--- config.mk ---
export PLATFORM = sky130hd
export DESIGN_NAME = alu_exec_unit
export DESIGN_NICKNAME = d
export VERILOG_FILES = /design/src/rtl/alu_pkg.sv /design/src/rtl/alu_seq_mul.sv /design/src/rtl/alu_exec_unit.sv
export SDC_FILE = /design/constraint.sdc
export NUM_CORES = 1
export LEC_CHECK = 0
export ABC_AREA = 1
export BUFFER_PORTS_ARGS = -buffer_cell sky130_fd_sc_hd__buf_4
export CAP_MARGIN = 25
export CELL_PAD_IN_SITES_DETAIL_PLACEMENT = 1
export CELL_PAD_IN_SITES_GLOBAL_PLACEMENT = 1
export CORE_MARGIN = 5
export CORE_UTILIZATION = 41
export DETAILED_ROUTE_END_ITERATION = 8
export PLACE_DENSITY = 0.93
export SYNTH_ARGS = -nofsm -noshare
export SYNTH_HDL_FRONTEND = slang
export SYNTH_SLANG_ARGS = --single-unit
--- constraint.sdc ---
create_clock -name clk -period 2.1 [get_ports clk]
set_input_delay 0.42 -clock clk [delete_from_list [all_inputs] [get_ports clk]]
set_output_delay 0.42 -clock clk [all_outputs]
set_load 0.02 [all_outputs]
--- src/rtl/alu_pkg.sv ---
// Shared ALU definitions: action codes used by ALU control and the EX stage,
// plus the execute FSM state type.
package alu_pkg;

   localparam logic [3:0] ALU_AND = 4'b0000;
   localparam logic [3:0] ALU_OR  = 4'b0001;
   localparam logic [3:0] ALU_ADD = 4'b0010;
   localparam logic [3:0] ALU_SUB = 4'b0110;
   localparam logic [3:0] ALU_SLT = 4'b0111;
   localparam logic [3:0] ALU_MUL = 4'b1000;

   typedef enum logic [1:0] {
      IDLE,
      MUL,
      DONE
   } exec_state_t;

endpackage

--- src/rtl/alu_seq_mul.sv ---
// Iterative shift-add multiplier, one multiplier bit per cycle.
// Keeps the low DATA_W bits of the unsigned product.
module alu_seq_mul #(
   parameter int DATA_W = 32,
   parameter int CNT_W  = $clog2(DATA_W) + 1
) (
   input  logic              clk,
   input  logic              rst_n,
   input  logic              start_i,
   input  logic              abort_i,
   input  logic [DATA_W-1:0] a_i,
   input  logic [DATA_W-1:0] b_i,
   output logic [DATA_W-1:0] product_o,
   output logic              last_o
);

   localparam logic [CNT_W-1:0] LAST_CNT = CNT_W'(DATA_W - 1);
   localparam logic [CNT_W-1:0] CNT_ONE  = CNT_W'(1);

   logic [DATA_W-1:0] mcand_q, mcand_d;
   logic [DATA_W-1:0] mplier_q, mplier_d;
   logic [DATA_W-1:0] acc_q, acc_d;
   logic [CNT_W-1:0]  cnt_q, cnt_d;
   logic              busy_q, busy_d;

   always_comb begin
      mcand_d  = mcand_q;
      mplier_d = mplier_q;
      acc_d    = acc_q;
      cnt_d    = cnt_q;
      busy_d   = busy_q;
      if (start_i) begin
         mcand_d  = a_i;
         mplier_d = b_i;
         acc_d    = '0;
         cnt_d    = '0;
         busy_d   = 1'b1;
      end else if (abort_i) begin
         cnt_d  = '0;
         busy_d = 1'b0;
      end else if (busy_q) begin
         if (mplier_q[0]) acc_d = acc_q + mcand_q;
         mcand_d  = mcand_q << 1;
         mplier_d = mplier_q >> 1;
         cnt_d    = cnt_q + CNT_ONE;
         if (cnt_q == LAST_CNT) busy_d = 1'b0;
      end
   end

   always_ff @(posedge clk or negedge rst_n) begin
      if (!rst_n) begin
         mcand_q  <= '0;
         mplier_q <= '0;
         acc_q    <= '0;
         cnt_q    <= '0;
         busy_q   <= 1'b0;
      end else begin
         mcand_q  <= mcand_d;
         mplier_q <= mplier_d;
         acc_q    <= acc_d;
         cnt_q    <= cnt_d;
         busy_q   <= busy_d;
      end
   end

   assign product_o = acc_q;
   assign last_o    = busy_q && (cnt_q == LAST_CNT);

endmodule

--- src/rtl/alu_exec_unit.sv ---
// Execute-stage ALU with registered result/flags and valid/ready handshake.
// Define ALU_EXEC_MUL_EN to build the iterative multiply (code 1000).
module alu_exec_unit
   import alu_pkg::*;
#(
   parameter int DATA_W = 32,
   parameter int CNT_W  = $clog2(DATA_W) + 1
) (
   input  logic              clk,
   input  logic              rst_n,
   input  logic              flush,
   input  logic              in_valid,
   output logic              in_ready,
   input  logic [3:0]        alu_action,
   input  logic [DATA_W-1:0] op_a,
   input  logic [DATA_W-1:0] op_b,
   output logic              out_valid,
   input  logic              out_ready,
   output logic [DATA_W-1:0] result,
   output logic              zero,
   output logic              overflow,
   output logic              illegal
);

   localparam int              MSB = DATA_W - 1;
   localparam logic [MSB:0]    ONE = DATA_W'(1);

   logic [MSB:0] sum, b_neg, diff, res_d;
   logic         ovf_d, ill_d;
   logic         can_load, accept;

   logic [MSB:0] result_q;
   logic         out_valid_q, zero_q, ovf_q, ill_q;

   assign sum      = op_a + op_b;
   assign b_neg    = ~op_b + ONE;
   assign diff     = op_a + b_neg;
   assign can_load = !out_valid_q || out_ready;
   assign accept   = in_valid && in_ready && !flush;

   always_comb begin
      res_d = '0;
      ovf_d = 1'b0;
      ill_d = 1'b0;
      unique case (alu_action)
         ALU_AND: res_d = op_a & op_b;
         ALU_OR:  res_d = op_a | op_b;
         ALU_ADD: begin
            res_d = sum;
            ovf_d = (op_a[MSB] == op_b[MSB]) &&
                    (sum[MSB] != op_a[MSB]);
         end
         ALU_SUB: begin
            res_d = diff;
            ovf_d = (op_a[MSB] == b_neg[MSB]) &&
                    (diff[MSB] != op_a[MSB]);
         end
         ALU_SLT: res_d = {{(DATA_W-1){1'b0}},
                           $signed(op_a) < $signed(op_b)};
`ifdef ALU_EXEC_MUL_EN
         ALU_MUL: ;
`endif
         default: ill_d = 1'b1;
      endcase
   end

`ifdef ALU_EXEC_MUL_EN
   exec_state_t  state_q;
   logic         mul_start, mul_last;
   logic [MSB:0] product;

   assign in_ready  = rst_n && (state_q == IDLE) && can_load;
   assign mul_start = accept && (alu_action == ALU_MUL);

   alu_seq_mul #(
      .DATA_W (DATA_W),
      .CNT_W  (CNT_W)
   ) u_mul (
      .clk       (clk),
      .rst_n     (rst_n),
      .start_i   (mul_start),
      .abort_i   (flush),
      .a_i       (op_a),
      .b_i       (op_b),
      .product_o (product),
      .last_o    (mul_last)
   );

   always_ff @(posedge clk or negedge rst_n) begin
      if (!rst_n) begin
         state_q     <= IDLE;
         out_valid_q <= 1'b0;
         result_q    <= '0;
         zero_q      <= 1'b0;
         ovf_q       <= 1'b0;
         ill_q       <= 1'b0;
      end else if (flush) begin
         state_q     <= IDLE;
         out_valid_q <= 1'b0;
      end else begin
         // Retire first; a load below in the same edge overrides it.
         if (out_ready) out_valid_q <= 1'b0;
         unique case (state_q)
            IDLE: begin
               if (mul_start) begin
                  state_q <= MUL;
               end else if (accept) begin
                  result_q    <= res_d;
                  zero_q      <= (res_d == '0);
                  ovf_q       <= ovf_d;
                  ill_q       <= ill_d;
                  out_valid_q <= 1'b1;
               end
            end
            MUL: begin
               if (mul_last) state_q <= DONE;
            end
            DONE: begin
               if (can_load) begin
                  result_q    <= product;
                  zero_q      <= (product == '0);
                  ovf_q       <= 1'b0;
                  ill_q       <= 1'b0;
                  out_valid_q <= 1'b1;
                  state_q     <= IDLE;
               end
            end
            default: state_q <= IDLE;
         endcase
      end
   end
`else
   assign in_ready = rst_n && can_load;

   always_ff @(posedge clk or negedge rst_n) begin
      if (!rst_n) begin
         out_valid_q <= 1'b0;
         result_q    <= '0;
         zero_q      <= 1'b0;
         ovf_q       <= 1'b0;
         ill_q       <= 1'b0;
      end else if (flush) begin
         out_valid_q <= 1'b0;
      end else begin
         if (out_ready) out_valid_q <= 1'b0;
         if (accept) begin
            result_q    <= res_d;
            zero_q      <= (res_d == '0);
            ovf_q       <= ovf_d;
            ill_q       <= ill_d;
            out_valid_q <= 1'b1;
         end
      end
   end
`endif

   assign out_valid = out_valid_q;
   assign result    = result_q;
   assign zero      = zero_q;
   assign overflow  = ovf_q;
   assign illegal   = ill_q;

endmodule
==> results.cfg, run 1 <==
[synthesis]
yosysSeqAreaShare_pct = 9.626
synth_flop_cell = dfrtp_1
synth_top_area_share_pct = 23.74
syn_nets = 1935
synth-edff-count = 0
synth_seq_cells = 36
yosysWarningCount = 0
postSynthCellCount = 1725
synth_largest_area_cell = nand2_1
syn-mean-instance-area_um2 = 5.425
synthArstFlopShare_pct = 100.0
synthTopCellsByArea = nand2_1 24%, ha_1 18%, inv_1 14%, dfrtp_1 9.6%, nand3_1 8.6%
ys_types = 39
syn_area_mm2 = 0.009359

[placement]
port_buffers = 109
hpwl_um = 46880
placed_area_mm2 = 0.01370
routabilityCongestion = 1.024

[cts]
numCtsBuffers = 5
cts_sinks = 36
clock_path_buffers = 2
post_cts_buffers = 30
clockRootBuffer = clkbuf_16
htreeDepth = 2
holdBufCountCts = 0
cts_resized = 203

[status]
status = aborted with a tool error
haltStage = 4_1_cts
error_message = [ERROR DPL-0033] detailed placement checks failed during check placement.

[floorplanning]
placementRows = 55
die_w_um = 161.1
initial_core_util_pct = 41.46
io_pins = 110
die_y_um = 161.1
Yosys cell counts, drive strengths merged, types with 15 or more instances:
cell type and number:
nand3b 15, nand4 25, a21oi 54, ha 135, nor2 185, nand3 166, dfrtp 36, o22ai 27
xor2 29, nand2 603, o21ai 27, inv 362
per-stage QoR:
stage | cells | hold WS [ns] | TNS (ns) | setup WS (ns)
detailed placement | 2466 | 0.4700 | -49.84 | -2.222
global placement | 2466 | 0.4613 | -38.64 | -1.737
floorplan | 1725 | 0.1244 | -15.72 | -1.061
logic make-up after synthesis:
family          synth area share, %
xor+xnor                      2.807
simple gates                  46.39
compound gates                7.126
fa+ha+maj                     18.48
flops                         9.626
buf+inv                       15.57
==> run 2: changes to the inputs <==
Settings changed: CELL_PAD_IN_SITES_DETAIL_PLACEMENT 1 to unset, CELL_PAD_IN_SITES_GLOBAL_PLACEMENT 1 to unset, CORE_UTILIZATION 41 to 35, PLACE_DENSITY 0.93 to unset, PLACE_DENSITY_LB_ADDON set to 0.15.
==> results.cfg, run 2 <==
[status]
status = complete, but fails checks
violations = setup timing

[placement]
hpwl_um = 34590
placed_area_mm2 = 0.01398
port_buffers = 109
dp.cells = 2545
routabilityCongestion = 0.9564

[power]
ir_drop_uv = 384.9
internal_power_uw = 3103
p_leak_uw = 0.008883
seq_power_share_pct = 15.0
sw_frac_of_total_pct = 44.06
p_comb_share_pct = 69.8
switchingPower_uw = 2444
p_clk_share_pct = 15.2
power-per-cell-area_mw_per_mm2 = 349.6

[timing]
finalCritPeriodShare_pct = 166.3
finalSetupTns_ns = -29.18
setup_viol = 32
finalHoldViolCount = 0
drv_slew = 0
hold_slack_ns = 0.1772
fin_crit_ns = 3.492
clock_skew_ns = 0.003677
rsz0062_at_grt = yes
slew_headroom_pct = 42.27
finalWorstSetupSlack_ns = -1.392
worst_slew_pin_slew_ns = 0.8651
clock.fmax_mhz = 286.4

[worst_setup_path]
crit_start = op_b[0]
endpoint = zero
cp_max_fo = 4
reg2reg_to = zero
cp.arrival_ns = 3.71
path_class = in2reg
slowest_delay_ns = 0.38
crit_required_ns = 2.32
critPathLaunchType = primary input
worst_path_max_delay_cell = ha_2
ff2ff_path_depth = 13
ff2ff_setup_slack_ns = 0.27
rr_startpoint = out_valid
critical_path.most_common_cell = nand2_1
worstSetupEndpointType = register

[floorplanning]
die-area_mm2 = 0.03011
io_pins = 110
core_area_mm2 = 0.02621
die_w_um = 173.5
placementRows = 59
die_y_um = 173.5
initial_core_util_pct = 35.71

[cts]
holdBufCountCts = 0
clk_latency_ns = 0.28
clock_path_buffers = 2
cts_sinks = 36
clkTransAtPathRegs_ns = 0.06
cts_tree = built
clockRootBuffer = clkbuf_16
numCtsBuffers = 5
htreeDepth = 2

[synthesis]
synthTopCellsByCount = 592 x nand2_1, 358 x inv_1, 170 x nor2_1
postSynthCellCount = 1725
syn-mean-instance-area_um2 = 5.425
yosysMostFrequentCell = nand2_1
yosysSeqAreaShare_pct = 9.626
ys_types = 39
synth-edff-count = 0
yosysWarningCount = 0
synth_seq_cells = 36
syn_area_mm2 = 0.009359
synth_largest_area_cell = nand2_1
synthArstFlopShare_pct = 100.0
synth_top_area_share_pct = 23.74
synthTopCellsByArea = nand2_1 24%, ha_1 18%, inv_1 14%, dfrtp_1 9.6%, nand3_1 8.6%
syn_nets = 1935
synth_flop_cell = dfrtp_1

[finish]
fin_area_mm2 = 0.01587
n_antenna_cell = 0
final_common_cell = nand2_1
largest_reg_flops = 32
fin_cells = 2587
fin_nets = 2461
final_cell_mix = 498 x nand2_1, 496 x buf_4, 332 x inv_1
area_growth_pct = 69.55
drive_above_1_share_pct = 39.92

[grt]
antenna_found_initial = 0
grt_start_max_net_pins = 42
grtUsageTotal_pct = 25.65
grt-ovfl-total = 0
grt_pass1_wl_um = 62580
grt_pass1_vias = 11990

[drt]
wl_per_cell_um = 15.67
postRouteAntennaNets = 0
route.detailed.drc = 0
drt-vias-per-instance = 4.830
first_pass_iters = 7
vias = 12500
drt_iter0_markers = 817
totalWireLength_um = 40540

[hold_path]
worst_hold_path_type = in2async

[job]
maxCapViolations = 0
[run 2: cell counts after synthesis]
Identical to the previous run, type by type.
[run 2: worst max-delay path: cells and delay by family]
family                     cells  cell delay [ns]
and+or+nand+nor               23             2.27
adders and majority gates      2             0.52
xor gates and xnor gates       1             0.14
buffers and inverters          3             0.35
[run 2: layer usage]
metal  global-route usage (%)  routed length (µm)  vias to the layer above
met5                        0                   0                        -
met4                    7.117                1056                        0
met3                    2.508                2456                       46
met2                    41.04               18040                      338
met1                    36.78               18990                     5748
li1                         -                   -                     6364
[run 2: final cells by class]
cell class,count,area (µm²)
clock buffer,5,125.1
clock inverter,3,42.54
fill,2500,10340
inverter,362,1385
multi-input combinational,1307,8678
sequential,36,900.9
tap,335,419.2
timing repair buffer,539,4317
[run 2: worst min path at each step]
stage,endpoint,cells past startpoint,slack (ns)
after floorplan,illegal,0,0.12
after global placement,result[17],2,0.46
after detailed placement,result[15],2,0.46
after CTS,result[2],2,0.20
after global routing,out_valid,2,0.23
final,out_valid,2,0.18
[run 2: timing repair]
item | 4_1_cts | 5_1_grt
endpoints found under the setup margin | 32 | 33
setup buffers | 27 | 12
resized for setup | 217 | 142
pin swaps | 95 | 95
[run 2: through the flow]
stage                     util [%]  total power (µW)  worst slack (ns)
after global placement       53.34              4154            -2.023
after floorplan                  -              2505            -1.061
after CTS                    58.08              5324            -1.527
after global routing         60.55              5947            -1.642
after detailed placement     53.34              4183            -2.012
final                        60.55              5547            -1.392
[run 2: power groups by stage]
stage / clock network, µW / logic [µW] / registers (µW)
2_1_floorplan: 0 / 1560 / 949
3_3_place_gp: 0 / 3310 / 842
3_5_place_dp: 0 / 3340 / 843
4_1_cts: 860 / 3630 / 833
5_1_grt: 885 / 4220 / 845
6_report: 844 / 3870 / 831
[run 2: cells by family after synthesis]
kind of cell / after synthesis / share of synthesized area [%]
adders and majority gates: 137 / 18.48
xor gates and xnor gates: 30 / 2.807
buffers and inverters: 382 / 15.57
DFF: 36 / 9.626
and+or+nand+nor: 1019 / 46.39
AOI/OAI and AO/OA: 121 / 7.126
Power figures use the tool's default switching activity.
==> run 3: changes to the inputs <==
Settings changed: BUFFER_PORTS_ARGS -buffer_cell sky130_fd_sc_hd__buf_4 to -buffer_cell sky130_fd_sc_hd__buf_2, REMOVE_ABC_BUFFERS set to 1, SKIP_LAST_GASP set to 1.
==> results.cfg, run 3 (synthesis results as in run 2) <==
[drt]
postRouteAntennaNets = 0
totalWireLength_um = 44440
drt_iter0_markers = 1129
route.detailed.drc = 0
drt-vias-per-instance = 4.920
vias = 12910
first_pass_iters = 5
wl_per_cell_um = 16.94

[floorplanning]
placementRows = 59
die_y_um = 173.5
io_pins = 110
die_w_um = 173.5
die-area_mm2 = 0.03011
initial_core_util_pct = 35.71
core_area_mm2 = 0.02621

[grt]
antenna_found_initial = 0
grt_pass1_wl_um = 65320
grtUsageTotal_pct = 27.32
grt_pass1_vias = 11890
grt-ovfl-total = 0
grt_start_max_net_pins = 42

[job]
maxCapViolations = 0

[finish]
area_growth_pct = 72.47
largest_reg_flops = 32
n_antenna_cell = 0
drive_above_1_share_pct = 43.91
utilization_pct = 61.59
final_common_cell = nand2_1
final_cell_mix = 464 x nand2_1, 416 x buf_4, 317 x inv_1
fin_nets = 2499
fin_area_mm2 = 0.01614
fin_cells = 2624
fillers = 2463

[cts]
cts_tree = built
clkTransAtPathRegs_ns = 0.07
numCtsBuffers = 5
clockRootBuffer = clkbuf_16
clock_path_buffers = 2
htreeDepth = 2
holdBufCountCts = 0
clk_latency_ns = 0.29
cts_sinks = 36

[worst_setup_path]
ff2ff_setup_slack_ns = 0.24
crit_required_ns = 2.33
cp.arrival_ns = 3.69
critPathLaunchType = primary input
path_class = in2reg
critical_path.most_common_cell = nand2_1
worst_path_max_delay_cell = ha_4
reg2reg_to = illegal
rr_startpoint = out_valid
worstSetupEndpointType = register
slowest_delay_ns = 0.29
cp_max_fo = 3
ff2ff_path_depth = 7

[timing]
finalWorstSetupSlack_ns = -1.360
drv_slew = 0
clock.fmax_mhz = 289.0
setup_viol = 32
fin_crit_ns = 3.460
hold_slack_ns = 0.2014
slew_headroom_pct = 58.38
finalCritPeriodShare_pct = 164.8
finalHoldViolCount = 0
rsz0062_at_grt = yes
clock_skew_ns = 0.009003
finalSetupTns_ns = -28.71
worst_slew_pin_slew_ns = 0.6237

[power]
ir_drop_uv = 277.4
power-per-cell-area_mw_per_mm2 = 349.9
p_leak_uw = 0.009087

[status]
status = complete, but fails checks
violations = setup timing

[placement]
hpwl_um = 36960
placed_area_mm2 = 0.01345
routabilityCongestion = 1.001
dp.cells = 2571
port_buffers = 109

[hold_path]
worst_hold_path_type = in2async
==> run 3: changes by cell type in the layout (fill, tap and decap cells not counted), moves of 9 or more <==
cell     before  now
buf_2         0  106
buf_4       496  416
nand2_1     498  464
buf_6        30   49
nand2_2      82  101
inv_1       332  317
nand2_4      23   38
inv_2        27   40
nand3_1     104   95
==> run 3: stage by stage <==
step	setup slack (ns)	power [µW]
final	-1.360	5648
after global routing	-1.526	6012
after CTS	-1.463	5194
after detailed placement	-2.109	4030
after global placement	-2.119	4012
after floorplan	-1.496	2386
==> run 3: cell type report <==
cell class / instances / area (µm²) / share of cell area (%)
clock buffers: 7 / 152.6 / 0.9457
inverters: 362 / 1374 / 8.511
multi-input cells: 1307 / 8975 / 55.60
flip-flops and latches: 36 / 900.9 / 5.581
well taps: 335 / 419.2 / 2.597
repair buffers: 577 / 4320 / 26.77
==> run 3: critical path: cells and delay by family <==
kind	cells	cell delay, ns
fa+ha+maj	2	0.44
buf+inv	6	0.73
simple gates	20	1.93
xor+xnor	1	0.16
==> run 3: worst max-delay path by stage <==
stage                   start      end  slack, ns  cells after the start
global route          op_b[1]     zero      -1.53                     30
global placement      op_b[0]     zero      -2.12                     29
detailed placement    op_b[0]     zero      -2.11                     29
floorplan           out_valid  illegal      -1.50                      5
finish                op_b[1]     zero      -1.36                     29
CTS                   op_b[1]     zero      -1.46                     29
==> run 3: per-layer routing <==
metal	GRT usage [%]	vias to the layer above	share of wire, %
met3	2.726	61	5.6
met1	41.82	6043	49
met4	7.083	0	2.8
li1	-	6431	-
met5	0	-	0
met2	40.64	375	43
==> run 3: repair_timing <==
| action | CTS | global route |
|---|---|---|
| setup buffers | 25 | 32 |
| setup endpoints to repair | 33 | 33 |
| resized for setup | 279 | 280 |
| pin swaps | 126 | 205 |
==> run 3: power by group <==
| part | switching, µW | internal, µW |
|---|---|---|
| combinational | 2250 | 1770 |
| clock | 300 | 499 |
| sequential | 47.0 | 782 |
==> run 4: changes to the inputs <==
Settings changed: BUFFER_PORTS_ARGS -buffer_cell sky130_fd_sc_hd__buf_2 to unset, CORE_MARGIN 5 to unset, CTS_CLUSTER_DIAMETER set to 60, DONT_BUFFER_PORTS set to 1.
==> results.cfg, run 4 (synthesis results as in run 2) <==
[timing]
clock_skew_ns = 0.007501
drv_slew = 0
finalWorstSetupSlack_ns = -1.289
clock.fmax_mhz = 295.1
finalCritPeriodShare_pct = 161.4
setup_viol = 30
slew_headroom_pct = 68.85
finalHoldViolCount = 0
rsz0062_at_grt = yes
fin_crit_ns = 3.389
worst_slew_pin_slew_ns = 0.4667

[floorplanning]
die_w_um = 165.5
placementRows = 59
core_area_mm2 = 0.02613
io_pins = 110
die-area_mm2 = 0.02740
die_y_um = 165.5
initial_core_util_pct = 35.81

[power]
ir_drop_uv = 342.4
power-per-cell-area_mw_per_mm2 = 353.1
p_leak_uw = 0.008174
power.total_uw = 5242

[cts]
clkTransAtPathRegs_ns = 0.06
clk_latency_ns = 0.29
clock_path_buffers = 2
clockRootBuffer = clkbuf_16
cts_sinks = 36
numCtsBuffers = 5
htreeDepth = 2
cts_tree = built

[finish]
n_antenna_cell = 0
final_cell_mix = 492 x nand2_1, 350 x buf_4, 325 x inv_1
fin_area_mm2 = 0.01484
fin_nets = 2317
largest_reg_flops = 32
fillers = 2596
drive_above_1_share_pct = 36.76
area_growth_pct = 58.61
fin_cells = 2443
seqCellArea_um2 = 900.9
utilization_pct = 56.80
multi_input_area_mm2 = 0.008757
final_common_cell = nand2_1

[grt]
grt_start_max_net_pins = 42
busiest_layer = met2
met1_usage_pct = 42.37
grt_pass1_wl_um = 60720
grt_use_met2_pct = 45.76
grt-ovfl-total = 0
grt_pass1_vias = 11160
antenna_found_initial = 0
met3_usage_pct = 3.147
grtUsageTotal_pct = 29.39

[placement]
hpwl_um = 34190
placed_area_mm2 = 0.01230
dp.cells = 2381
dp_slack_ns = -1.955
routabilityCongestion = 0.9767
port_buffers = 0

[status]
violations = DRC, setup timing
status = complete, but fails checks

[drt]
wl_per_cell_um = 17.11
vias = 12190
first_pass_iters = 7
drt_iter0_markers = 1074
postRouteAntennaNets = 0
totalWireLength_um = 41800
drt-vias-per-instance = 4.991
route.detailed.drc = 20

[worst_setup_path]
cp_max_fo = 4
crit_required_ns = 2.33
worstSetupEndpointType = register
reg2reg_to = zero
critPathLaunchType = primary input
critical_path.most_common_cell = nand2_2
slowest_delay_ns = 0.30
ff2ff_setup_slack_ns = 0.19
rr_startpoint = out_valid
ff2ff_path_depth = 14
cp.arrival_ns = 3.62
path_class = in2reg
worst_path_max_delay_cell = ha_4

[hold_path]
worst_hold_path_type = in2reg
min_from = flush
min_to = out_valid
hold_depth = 1

[job]
maxCapViolations = 0
==> run 4: power breakdown <==
| part | internal, µW | leakage (µW) | switching (µW) |
|---|---|---|---|
| registers | 781 | 0.000478 | 177 |
| clock network | 559 | 0.0000808 | 303 |
| logic | 1560 | 0.00761 | 1860 |
| total | 2900 | 0.00817 | 2340 |
==> run 4: per-stage QoR <==
| step | hold slack, ns | setup TNS (ns) |
|---|---|---|
| 6_report | 0.2483 | -25.77 |
| 5_1_grt | 0.2480 | -30.20 |
| 4_1_cts | 0.2432 | -27.08 |
| 3_5_place_dp | 0.1251 | -42.08 |
| 3_3_place_gp | 0.1251 | -41.30 |
| 2_1_floorplan | 0.1244 | -46.25 |
==> run 4: worst max path at each step <==
| stage | startpoint | to | cells past startpoint |
|---|---|---|---|
| final | op_b[0] | zero | 27 |
| after detailed placement | op_b[0] | zero | 24 |
| after floorplan | out_valid | illegal | 5 |
| after global placement | op_b[1] | zero | 24 |
| after CTS | op_b[1] | zero | 28 |
| after global routing | op_b[0] | zero | 28 |
==> run 4: timing repair <==
| item | CTS | global route |
|---|---|---|
| endpoints found under the setup margin | 31 | 32 |
| pin swaps | 99 | 124 |
| resized for setup | 215 | 265 |
| endpoints found under the hold margin | 36 | 0 |
| hold buffers | 2 | 0 |
| buffers inserted | 32 | 28 |
==> run 4: worst max-delay path: cells and delay by family <==
kind | cells | cell delay (ns)
and+or+nand+nor | 19 | 1.98
adders and majority gates | 2 | 0.44
buffers and inverters | 5 | 0.43
xor gates and xnor gates | 1 | 0.29
==> run 4: routing by layer <==
layer  wire length (µm)  vias to the layer above
met1              19630                     5633
met5                  0                        -
li1                   -                     6076
met4               1085                        0
met2              18330                      422
met3               2755                       61
==> run 4: area by class of cell <==
| type | count | area share [%] |
|---|---|---|
| multi-input combinational | 1307 | 58.99 |
| timing repair buffer | 395 | 21.49 |
| inverter | 362 | 9.525 |
| sequential | 36 | 6.069 |
| tap | 335 | 2.824 |
| clock buffer | 6 | 0.8682 |
| clock inverter | 2 | 0.2360 |
